$ cat src/rtl/izh_neuron_array.sv
// rtl/izh_neuron_array.sv - time-multiplexed Izhikevich neuron array; optional refractory counters via IZH_REFRACTORY_EN
module izh_neuron_array #(
  parameter int                  N_NEURONS = 4,
  parameter int                  W         = 16,
  parameter int                  FRAC      = 7,
  parameter logic signed [W-1:0] A         = 16'sh0003,
  parameter logic signed [W-1:0] B         = 16'sh001A,
  parameter logic signed [W-1:0] C         = 16'shDF80,
  parameter logic signed [W-1:0] D         = 16'sh0400,
  parameter logic signed [W-1:0] VTH       = 16'sh0F00,
  parameter int                  REFRAC    = 2,
  localparam int                 AW        = (N_NEURONS > 1) ? $clog2(N_NEURONS) : 1
) (
  input  logic                 clk,
  input  logic                 reset,
  input  logic                 step,
  output logic                 busy,
  output logic                 done,
  output logic [N_NEURONS-1:0] spikes,
  input  logic                 cur_wr_en,
  input  logic [AW-1:0]        cur_wr_addr,
  input  logic [W-1:0]         cur_wr_data,
  input  logic [AW-1:0]        rd_addr,
  output logic [W-1:0]         rd_v,
  output logic [W-1:0]         rd_u
);

  // Intermediates carry two guard bits over the full product so nothing wraps before the final clamp.
  localparam int XW = 2 * W + 2;
  localparam logic signed [XW-1:0] SAT_HI = {{(XW - W + 1){1'b0}}, {(W - 1){1'b1}}};
  localparam logic signed [XW-1:0] SAT_LO = {{(XW - W + 1){1'b1}}, {(W - 1){1'b0}}};

  function automatic logic signed [XW-1:0] f_sx(input logic signed [W-1:0] x);
    return {{(XW - W){x[W-1]}}, x};
  endfunction

  function automatic logic signed [W-1:0] f_sat(input logic signed [XW-1:0] x);
    if (x > SAT_HI) return SAT_HI[W-1:0];
    if (x < SAT_LO) return SAT_LO[W-1:0];
    return x[W-1:0];
  endfunction

  // 0.04 rounded to the nearest code, 140.0 and the small-integer factor of the v equation
  localparam int                   K004   = (4 * (2 ** FRAC) + 50) / 100;
  localparam logic signed [XW-1:0] K004_X = XW'(K004);
  localparam logic signed [XW-1:0] K140_X = XW'(140 * (2 ** FRAC));
  localparam logic signed [XW-1:0] K5_X   = XW'(5);
  localparam logic signed [XW-1:0] A_X    = f_sx(A);
  localparam logic signed [XW-1:0] B_X    = f_sx(B);
  localparam logic signed [XW-1:0] D_X    = f_sx(D);

  typedef enum logic {S_IDLE, S_RUN} state_t;

  state_t               r_state;
  state_t               w_state_nxt;
  logic [AW-1:0]        r_idx;
  logic                 r_done;
  logic [N_NEURONS-1:0] r_shadow;
  logic [N_NEURONS-1:0] r_spikes;
  logic [N_NEURONS-1:0] w_shadow_nxt;
  logic                 w_upd;
  logic                 w_last;

  logic signed [W-1:0]  r_v [N_NEURONS];
  logic signed [W-1:0]  r_u [N_NEURONS];
  logic signed [W-1:0]  r_i [N_NEURONS];

  logic signed [XW-1:0] w_v_x, w_u_x, w_i_x;
  logic signed [XW-1:0] w_vv, w_t1, w_v_sum;
  logic signed [XW-1:0] w_bv, w_du, w_u_sum;
  logic                 w_fire;
  logic signed [W-1:0]  w_v_nxt, w_u_nxt;
  logic                 w_spk;

`ifdef IZH_REFRACTORY_EN
  localparam int RW = (REFRAC > 0) ? $clog2(REFRAC + 1) : 1;
  logic [RW-1:0] r_ref [N_NEURONS];
  logic [RW-1:0] w_ref_nxt;
  logic          w_hold;
`endif

  assign busy   = (r_state == S_RUN);
  assign done   = r_done;
  assign spikes = r_spikes;
  assign rd_v   = r_v[rd_addr];
  assign rd_u   = r_u[rd_addr];

  // Shared datapath operands for the neuron selected by the sweep index
  assign w_v_x   = f_sx(r_v[r_idx]);
  assign w_u_x   = f_sx(r_u[r_idx]);
  assign w_i_x   = f_sx(r_i[r_idx]);
  assign w_vv    = (w_v_x * w_v_x) >>> FRAC;
  assign w_t1    = (K004_X * w_vv) >>> FRAC;
  assign w_v_sum = w_v_x + w_t1 + (K5_X * w_v_x) + K140_X - w_u_x + w_i_x;
  assign w_bv    = (B_X * w_v_x) >>> FRAC;
  assign w_du    = (A_X * (w_bv - w_u_x)) >>> FRAC;
  assign w_u_sum = w_u_x + w_du;
  assign w_fire  = (r_v[r_idx] >= VTH);

  // Select the next v/u/spike for the current neuron: refractory hold, spike reset, or integration
  always_comb begin
    w_v_nxt = f_sat(w_v_sum);
    w_u_nxt = f_sat(w_u_sum);
    w_spk   = 1'b0;
`ifdef IZH_REFRACTORY_EN
    w_hold    = (r_ref[r_idx] != '0);
    w_ref_nxt = '0;
    if (w_hold) begin
      w_v_nxt   = C;
      w_u_nxt   = r_u[r_idx];
      w_ref_nxt = r_ref[r_idx] - RW'(1);
    end else if (w_fire) begin
      w_v_nxt   = C;
      w_u_nxt   = f_sat(w_u_x + D_X);
      w_spk     = 1'b1;
      w_ref_nxt = RW'(REFRAC);
    end
`else
    if (w_fire) begin
      w_v_nxt = C;
      w_u_nxt = f_sat(w_u_x + D_X);
      w_spk   = 1'b1;
    end
`endif
  end

  // Spike flag of the neuron being updated merged into the shadow vector
  always_comb begin
    w_shadow_nxt        = r_shadow;
    w_shadow_nxt[r_idx] = w_spk;
  end

  // Sweep FSM state register
  always_ff @(posedge clk or posedge reset) begin
    if (reset) r_state <= S_IDLE;
    else       r_state <= w_state_nxt;
  end

  // Sweep FSM next state: a step is only honoured from idle
  always_comb begin
    w_state_nxt = r_state;
    w_upd       = 1'b0;
    w_last      = (r_idx == AW'(N_NEURONS - 1));
    case (r_state)
      S_IDLE: if (step) w_state_nxt = S_RUN;
      S_RUN: begin
        w_upd = 1'b1;
        if (w_last) w_state_nxt = S_IDLE;
      end
      default: w_state_nxt = S_IDLE;
    endcase
  end

  // Neuron index, done pulse and spike vector publication at the end of a sweep
  always_ff @(posedge clk or posedge reset) begin
    if (reset) begin
      r_idx    <= '0;
      r_done   <= 1'b0;
      r_shadow <= '0;
      r_spikes <= '0;
    end else begin
      r_done <= 1'b0;
      if (w_upd) begin
        r_shadow <= w_shadow_nxt;
        if (w_last) begin
          r_idx    <= '0;
          r_done   <= 1'b1;
          r_spikes <= w_shadow_nxt;
        end else begin
          r_idx <= r_idx + AW'(1);
        end
      end
    end
  end

  // Committed v/u state, one neuron written per RUN cycle
  always_ff @(posedge clk or posedge reset) begin
    if (reset) begin
      for (int n = 0; n < N_NEURONS; n++) begin
        r_v[n] <= C;
        r_u[n] <= '0;
      end
    end else if (w_upd) begin
      r_v[r_idx] <= w_v_nxt;
      r_u[r_idx] <= w_u_nxt;
    end
  end

  // Input currents, writable at any time; the datapath sees the old value on a same-cycle write
  always_ff @(posedge clk or posedge reset) begin
    if (reset) begin
      for (int n = 0; n < N_NEURONS; n++) r_i[n] <= '0;
    end else if (cur_wr_en) begin
      r_i[cur_wr_addr] <= cur_wr_data;
    end
  end

`ifdef IZH_REFRACTORY_EN
  // Refractory counters, loaded on spike and counted down once per step
  always_ff @(posedge clk or posedge reset) begin
    if (reset) begin
      for (int n = 0; n < N_NEURONS; n++) r_ref[n] <= '0;
    end else if (w_upd) begin
      r_ref[r_idx] <= w_ref_nxt;
    end
  end
`endif

endmodule

$ cat config.mk
export PLATFORM = sky130hd
export DESIGN_NAME = izh_neuron_array
export DESIGN_NICKNAME = d
export VERILOG_FILES = /design/src/rtl/izh_neuron_array.sv
export SDC_FILE = /design/constraint.sdc
export NUM_CORES = 1
export LEC_CHECK = 0
export CORE_AREA = 2 2 221 223
export DETAILED_ROUTE_END_ITERATION = 12
export DIE_AREA = 0 0 223 225
export GPL_TIMING_DRIVEN = 0
export PLACE_DENSITY = 0.77
export SYNTH_ARGS = -nofsm -noshare
export SYNTH_HDL_FRONTEND = slang
export SYNTH_SLANG_ARGS = --single-unit
$ cat constraint.sdc
create_clock -name clk -period 30.7 [get_ports clk]
set_input_delay 3.07 -clock clk [delete_from_list [all_inputs] [get_ports clk]]
set_output_delay 3.07 -clock clk [all_outputs]
set_load 0.02 [all_outputs]
* Word-level counts from Yosys, hierarchy flattened
Cells that the tools add are included.
** Cells by class
- Div/mod/pow operators :: 0
- Reductions and logical operators :: 4
- $lt $le $gt $ge :: 14
- Shift-type cells :: 0
- Mux-type cells :: 58
- Equal/unequal tests :: 1
- $mul :: 5
- Bitwise logic cells :: 4
- Add/subtract/negate cells :: 9
** Operators with widths (count)
- $mux 16 :: 26
- $bwmux 64 :: 3
- $bmux 16 s2 :: 5
- $demux 16 s2 :: 2
- $gt 17x16->1 const B :: 2
- $lt 17x16->1 const B :: 2
- $mul 16x16->32 :: 1
- $mul 4x25->29 const A :: 1
- $add 26x16->27 :: 1
- $gt 27x16->1 const B :: 1
- $lt 27x16->1 const B :: 1
- $sub 25x16->26 :: 1
- $add 24x16->25 const B :: 1
- $add 23x20->24 :: 1
- $add 16x22->23 :: 1
- $mul 5x16->21 const A :: 1
- $mul 3x17->20 const A :: 1
- $mul 4x16->20 const A :: 1
- $mux 1 :: 18
- $add 16x12->17 const B :: 1
- $add 16x13->17 :: 1
- $sub 15x16->17 :: 1
- $ge 16x13->1 const B :: 1
- $ge 3x3->1 const B :: 3
- other kinds (13) :: 18
** Word-level totals
- Bits in read-only memories :: 0
- Bits in writable memories :: 0
- Memories :: 0
- Flip-flop bits (word level) :: 204
- Input port bits :: 24
- Latch bits :: 0
- Word-level logic and storage cells :: 112

* Longest topological paths before layout
- Depth in word-level cells :: 18
- Depth in mapped cells :: 64
- Mapped depth without buffers :: 55

* Least setup slack after synthesis
No wires, ideal clock.
- Path type :: register -> register
- From :: register r_idx[1]
- To :: register r_v[0] in the netlist's numbering
- Slack :: 16218 ps
- Data required time :: 30574 ps
- Cell stages (with the launch flop) :: 54
- Setup time :: 126 ps
- Arrival time :: 14355 ps
- Cell sequence :: dfrtp_1 buf_2 buf_2 buf_2 buf_2 mux2_2 o21ai_1 clkinv_1 ha_1 inv_1 fa_1 fa_1 fa_1 inv_1 fa_1 fa_1 inv_1 fa_1 [18 not listed] a21oi_1 xor2_1 fa_1 fa_1 inv_1 fa_1 fa_1 ha_1 buf_2 nand4_1 a2111o_1 a21o_2 a21o_1 o311a_4 nor4_4 and4_4 nor3_4 a311o_1
** Between the ends
- Cells in the longest elaborated chain, start to end :: 18
- Elaborated cells between the ends (all ways) :: 34
** RTL lines
- from (decl) :: line 56 : logic [AW-1:0] r_idx;
- from (signal assigned) :: line 170 : r_idx <= r_idx + AW'(1);
- $not 2->3 (not written as such) (*)
- $bmux 16 s2 :: line 89, 98
- $mux 16 (not written as such) (2 in series) :: line 89, 98
- $mul 16x16->32 :: line 92 : assign w_vv = (w_v_x * w_v_x) >>> FRAC;
- $mul 4x25->29 :: line 93 : assign w_t1 = (K004_X * w_vv) >>> FRAC;
- $add 16x22->23 :: line 94 : assign w_v_sum = w_v_x + w_t1 + (K5_X * w_v_x) + K140_X - w_u_x + w_i_x;
- $add 23x20->24 :: line 94
- $add 24x16->25 :: line 94
- $sub 25x16->26 :: line 94
- $add 26x16->27 :: line 94
- $lt 27x16->1 :: line 39 : if (x < SAT_LO) return SAT_LO[W-1:0];
- $mux 1 (2 in series) :: line 39
- $mux 16 :: line 40 : return x[W-1:0];
- $mux 16 :: line 39
- $mux 16 :: line 119 : if (w_fire) begin
- $bwmux 64 (*) :: line 184 : r_v[r_idx] <= w_v_nxt;
- to (signal, indexed assignment) :: line 184
- to (decl) :: line 64 : logic signed [W-1:0] r_v [N_NEURONS];
Mark *: on every way between the ends. The rest lies on a longest branch, timed or not. The select of a mux whose other input is x is not followed.
A chain may end at the register's enable or synchronous reset.

* Worst setup path in the final report
- From :: register r_idx[1]
- To :: register r_v[26] in the netlist's numbering
Same word-level chain as after synthesis.

==> results.md <==
Outcome:
- The flow ran to the end, but the final reports show violations.
- The final reports fail on capacitance limit, slew limit.

Synth:
- The most frequent cell after synthesis is sky130_fd_sc_hd__inv_1.
- Averaged over all synthesized cells, the footprint is 9.758 um^2.
- The net count after synthesis is 3582.
- The prevailing post-synth register cell is sky130_fd_sc_hd__dfrtp_1.
- The number of flops mapped to enable cells by yosys is 0.
- The fraction of registers with async set or reset after synthesis is 100.0%.
- The gate count of the mapped netlist is 2896.
- The number of unique standard cell types used by synthesis is 94.
- The register bit count reported by yosys is 203.
- The area share of the leading cell type in the synthesized netlist is 22.88%.
- The commonest cells after synthesis are sky130_fd_sc_hd__inv_1, sky130_fd_sc_hd__ha_1, sky130_fd_sc_hd__fa_1.
- Of the synthesized area, sequential elements account for 18.12%.
- The total number of yosys warnings is 0.
- The cell taking the most area after synthesis is sky130_fd_sc_hd__fa_1.
- Summing every instance area after synthesis gives 28260 um^2.
- Yosys attributes the largest share of cell area to sky130_fd_sc_hd__fa_1, sky130_fd_sc_hd__dfrtp_1, sky130_fd_sc_hd__ha_1.

Placed design:
- Buffers placed on the I/O ports in this run total 59.
- Detailed placement ended at an HPWL of 62310 um.
- At the end of routability-driven placement, the weighted congestion stood at 0.9598.

Routing:
- The detail route stage leaves a number of antenna-violating nets equal to 0.
- The average wire length per cell after detail routing is 21.57 um.
- After the first detailed-routing iteration, the DRC count stood at 2096.
- In the routed design, unresolved DRC markers number 0.
- Summing over every cut layer, the via total after detailed routing is 22390.
- The ratio of routed vias to standard cells is 6.192.
- The final layout contains routed wiring with a total length of 78010 um.
- The number of iterations in the first detailed-routing pass is 6.

Layout:
- Counting the fill cells in the layout gives 3783.
- In the final layout, the share of cells above drive strength 1 is 10.07%.
- The sequential cell area is 5120 um^2.
- At the end of the flow the core is filled with cells to 64.25%.
- Relative to the synthesized area, the layout overhead comes to 8.094%.
- The number of nets in the final layout is 3670.
- The multi-input combinational cells in the finished layout cover a total of 20640 um^2.

Die:
- In this run the standard cell core region covers 47550 um^2.
- In this run the horizontal extent of the chip is 223 um.
- The initial utilization of the core area, before any placement, comes to 59.44%.
- The height of the chip is 225 um.
- The count of boundary I/O pins is 62.
- Row generation in the floorplan step produced 80 rows.
- The die outline area is 50180 um^2.

Timing:
- The minimum period implied by the final worst setup slack is 18770 ps.
- The fmax is 0.05326 GHz.
- In the final timing run, aggregate negative setup slack is 0 ps.
- Setup violations remaining at the end of the flow were counted as 0.
- Setup repair after global routing left no endpoint under its margin.
- At the pin with the least slew margin, the transition time is 1499 ps.
- The normalized max-slew margin is -0.5771%.
- The worst clock skew is 28.53 ps.
- The number of max-slew violations in the final report was 1.
- The count of final hold-check violations is 0.
- Of the available clock period, the critical path in the final layout requires 61.16%.

Clock tree:
- The cell sitting at the root of the clock tree is a sky130_fd_sc_hd__clkbuf_16.
- Counting the buffers created by CTS gives 23.
- The maximum buffer depth of the clock tree is 3.
- The maximum level of the CTS H-tree is 1.
- The number of gates given a new drive strength after cts is 0.
- TritonCTS built the clock tree.
- The number of setup buffers added after CTS is 0.
- At the later pin of the worst-skew pair, clock insertion delay measures 560 ps.
- For this design, the sink count on the clock tree is 203.
- In this run, post-CTS hold repair placed 0 buffers.
- The clock-pin transition on the worst setup and hold timing paths is 70 ps.

Worst hold path:
- The depth of the worst hold-timing path is 2.
- The path class of the lowest-slack min-delay path is reg -> reg.
- The path with the worst hold slack has its endpoint at r_shadow[0].
- The hold path startpoint is r_shadow[0].

Setup path:
- The slowest stage of the critical path belongs to the cell sky130_fd_sc_hd__o21ai_1.
- The required time reported for the critical path endpoint is 31160 ps.
- The cell seen most often among critical-path stages is sky130_fd_sc_hd__fa_1.
- The buffers plus inverters on the worst setup path is 11.
- By startpoint and endpoint, the worst setup path is classified as reg -> reg.
- The nature of the critical path endpoint is a register.
- The highest fanout seen on the critical path is 14.
- In this run the critical register-to-register path is captured at r_v[26].
- In this design, the stage delay of the slowest critical-path cell is 1120 ps.
- The worst reg-to-reg setup slack is 11930 ps.
- The startpoint of the most critical register-to-register path is r_idx[1].
- The length in cells of the worst reg-to-reg path is 52.
- The cell type group with the largest total delay on the critical path is compound AO/OA/AOI/OAI gates.
- The signal arrival time at the worst endpoint is 19230 ps.
- The kind of start point of the critical path is a register.

Global route:
- Global routing used 31.91% of the available tracks.
- The via count of the first global-routing pass was 23482.
- The initial antenna violation count is 1.
- The first global-routing pass estimated 125400 um of wire.
- Entering global routing, the biggest net connects 122 pins.
- The sum of overflow across all layers after global routing is 0.

Flow run:
- The tool flagged a number of max-cap violations equal to 1.
==> placed cells by master, fill, tap and decap left out, types with 43 or more instances in the layout <==
master                            instances
sky130_fd_sc_hd__nand2_1                159
sky130_fd_sc_hd__o21ai_0                 84
sky130_fd_sc_hd__clkdlybuf4s50_1         59
sky130_fd_sc_hd__dfrtp_1                171
sky130_fd_sc_hd__nor2_1                 184
sky130_fd_sc_hd__mux4_2                  68
sky130_fd_sc_hd__o22ai_1                 91
sky130_fd_sc_hd__clkbuf_1                60
sky130_fd_sc_hd__inv_1                  550
sky130_fd_sc_hd__ha_1                   339
sky130_fd_sc_hd__fa_1                   323
sky130_fd_sc_hd__xnor2_1                 88
sky130_fd_sc_hd__a21oi_1                147
sky130_fd_sc_hd__mux2_2                  80
sky130_fd_sc_hd__a21o_1                  43
==> registers in the layout, indices dropped and copies added, names as in the netlist <==
signal    cells
r_i          64
r_u          64
r_v          64
spikes        4
r_shadow      3
r_idx         2
busy          1
done          1
==> kinds of logic after synthesis <==
kind of cell | synth area share, %
compound gates | 13.24
mux | 9.315
fa+ha+maj | 37.89
flops | 18.12
buf+inv | 8.926
simple gates | 9.010
xor+xnor | 3.502
==> area by class of cell <==
| type | instances | area share (%) |
|---|---|---|
| Antenna cell | 1 | 0.008192 |
| Buffer | 91 | 1.389 |
| Clock buffer | 29 | 2.023 |
| Clock inverter | 12 | 0.6554 |
| Inverter | 559 | 6.894 |
| Multi-Input combinational cell | 2043 | 67.58 |
| Sequential cell | 203 | 16.76 |
| Tap cell | 615 | 2.519 |
| Timing Repair Buffer | 63 | 2.171 |
==> worst reg2reg max path, delay by kind of cell (launching register included) <==
kind | cells | cell delay [ps]
fa+ha+maj | 14 | 6360
buf+inv | 11 | 3250
mux | 1 | 390
simple gates | 5 | 1410
compound gates | 19 | 6350
flops | 1 | 370
xor+xnor | 2 | 560
==> layer usage <==
| metal | share of wire, % | vias to the layer above | wire length, um | global-route usage, % |
|---|---|---|---|---|
| met1 | 40 | 11219 | 30990 | 41.99 |
| met5 | 0 | - | 0 | 0 |
| li1 | - | 9938 | - | - |
| met4 | 4.1 | 0 | 3221 | 12.30 |
| met3 | 8.2 | 208 | 6431 | 4.550 |
| met2 | 48 | 1025 | 37360 | 53.80 |
==> through the flow <==
step	area (um^2)	setup slack (ps)	std cells	hold WS, ps
after floorplan	28260	16220	2896	449.2
after global placement	29620	12260	3570	462.9
after detailed placement	29720	12200	3574	471.5
after CTS	30540	12200	3615	485.0
after global routing	30550	11270	3616	508.3
final	30550	11930	3616	481.8
==> worst max-delay path by stage <==
stage	start	end	slack, ps	cells after the start
after detailed placement	r_idx[1]	r_v[26]	12200	52
after floorplan	r_idx[1]	r_v[0]	16220	53
after CTS	r_idx[1]	r_v[26]	12200	52
after global placement	r_idx[1]	r_v[10]	12260	55
final	r_idx[1]	r_v[26]	11930	52
after global routing	r_idx[1]	r_v[10]	11270	52
Power is not shown: default switching activity piles up to over one toggle a cycle in this logic, so the estimate is an artifact.
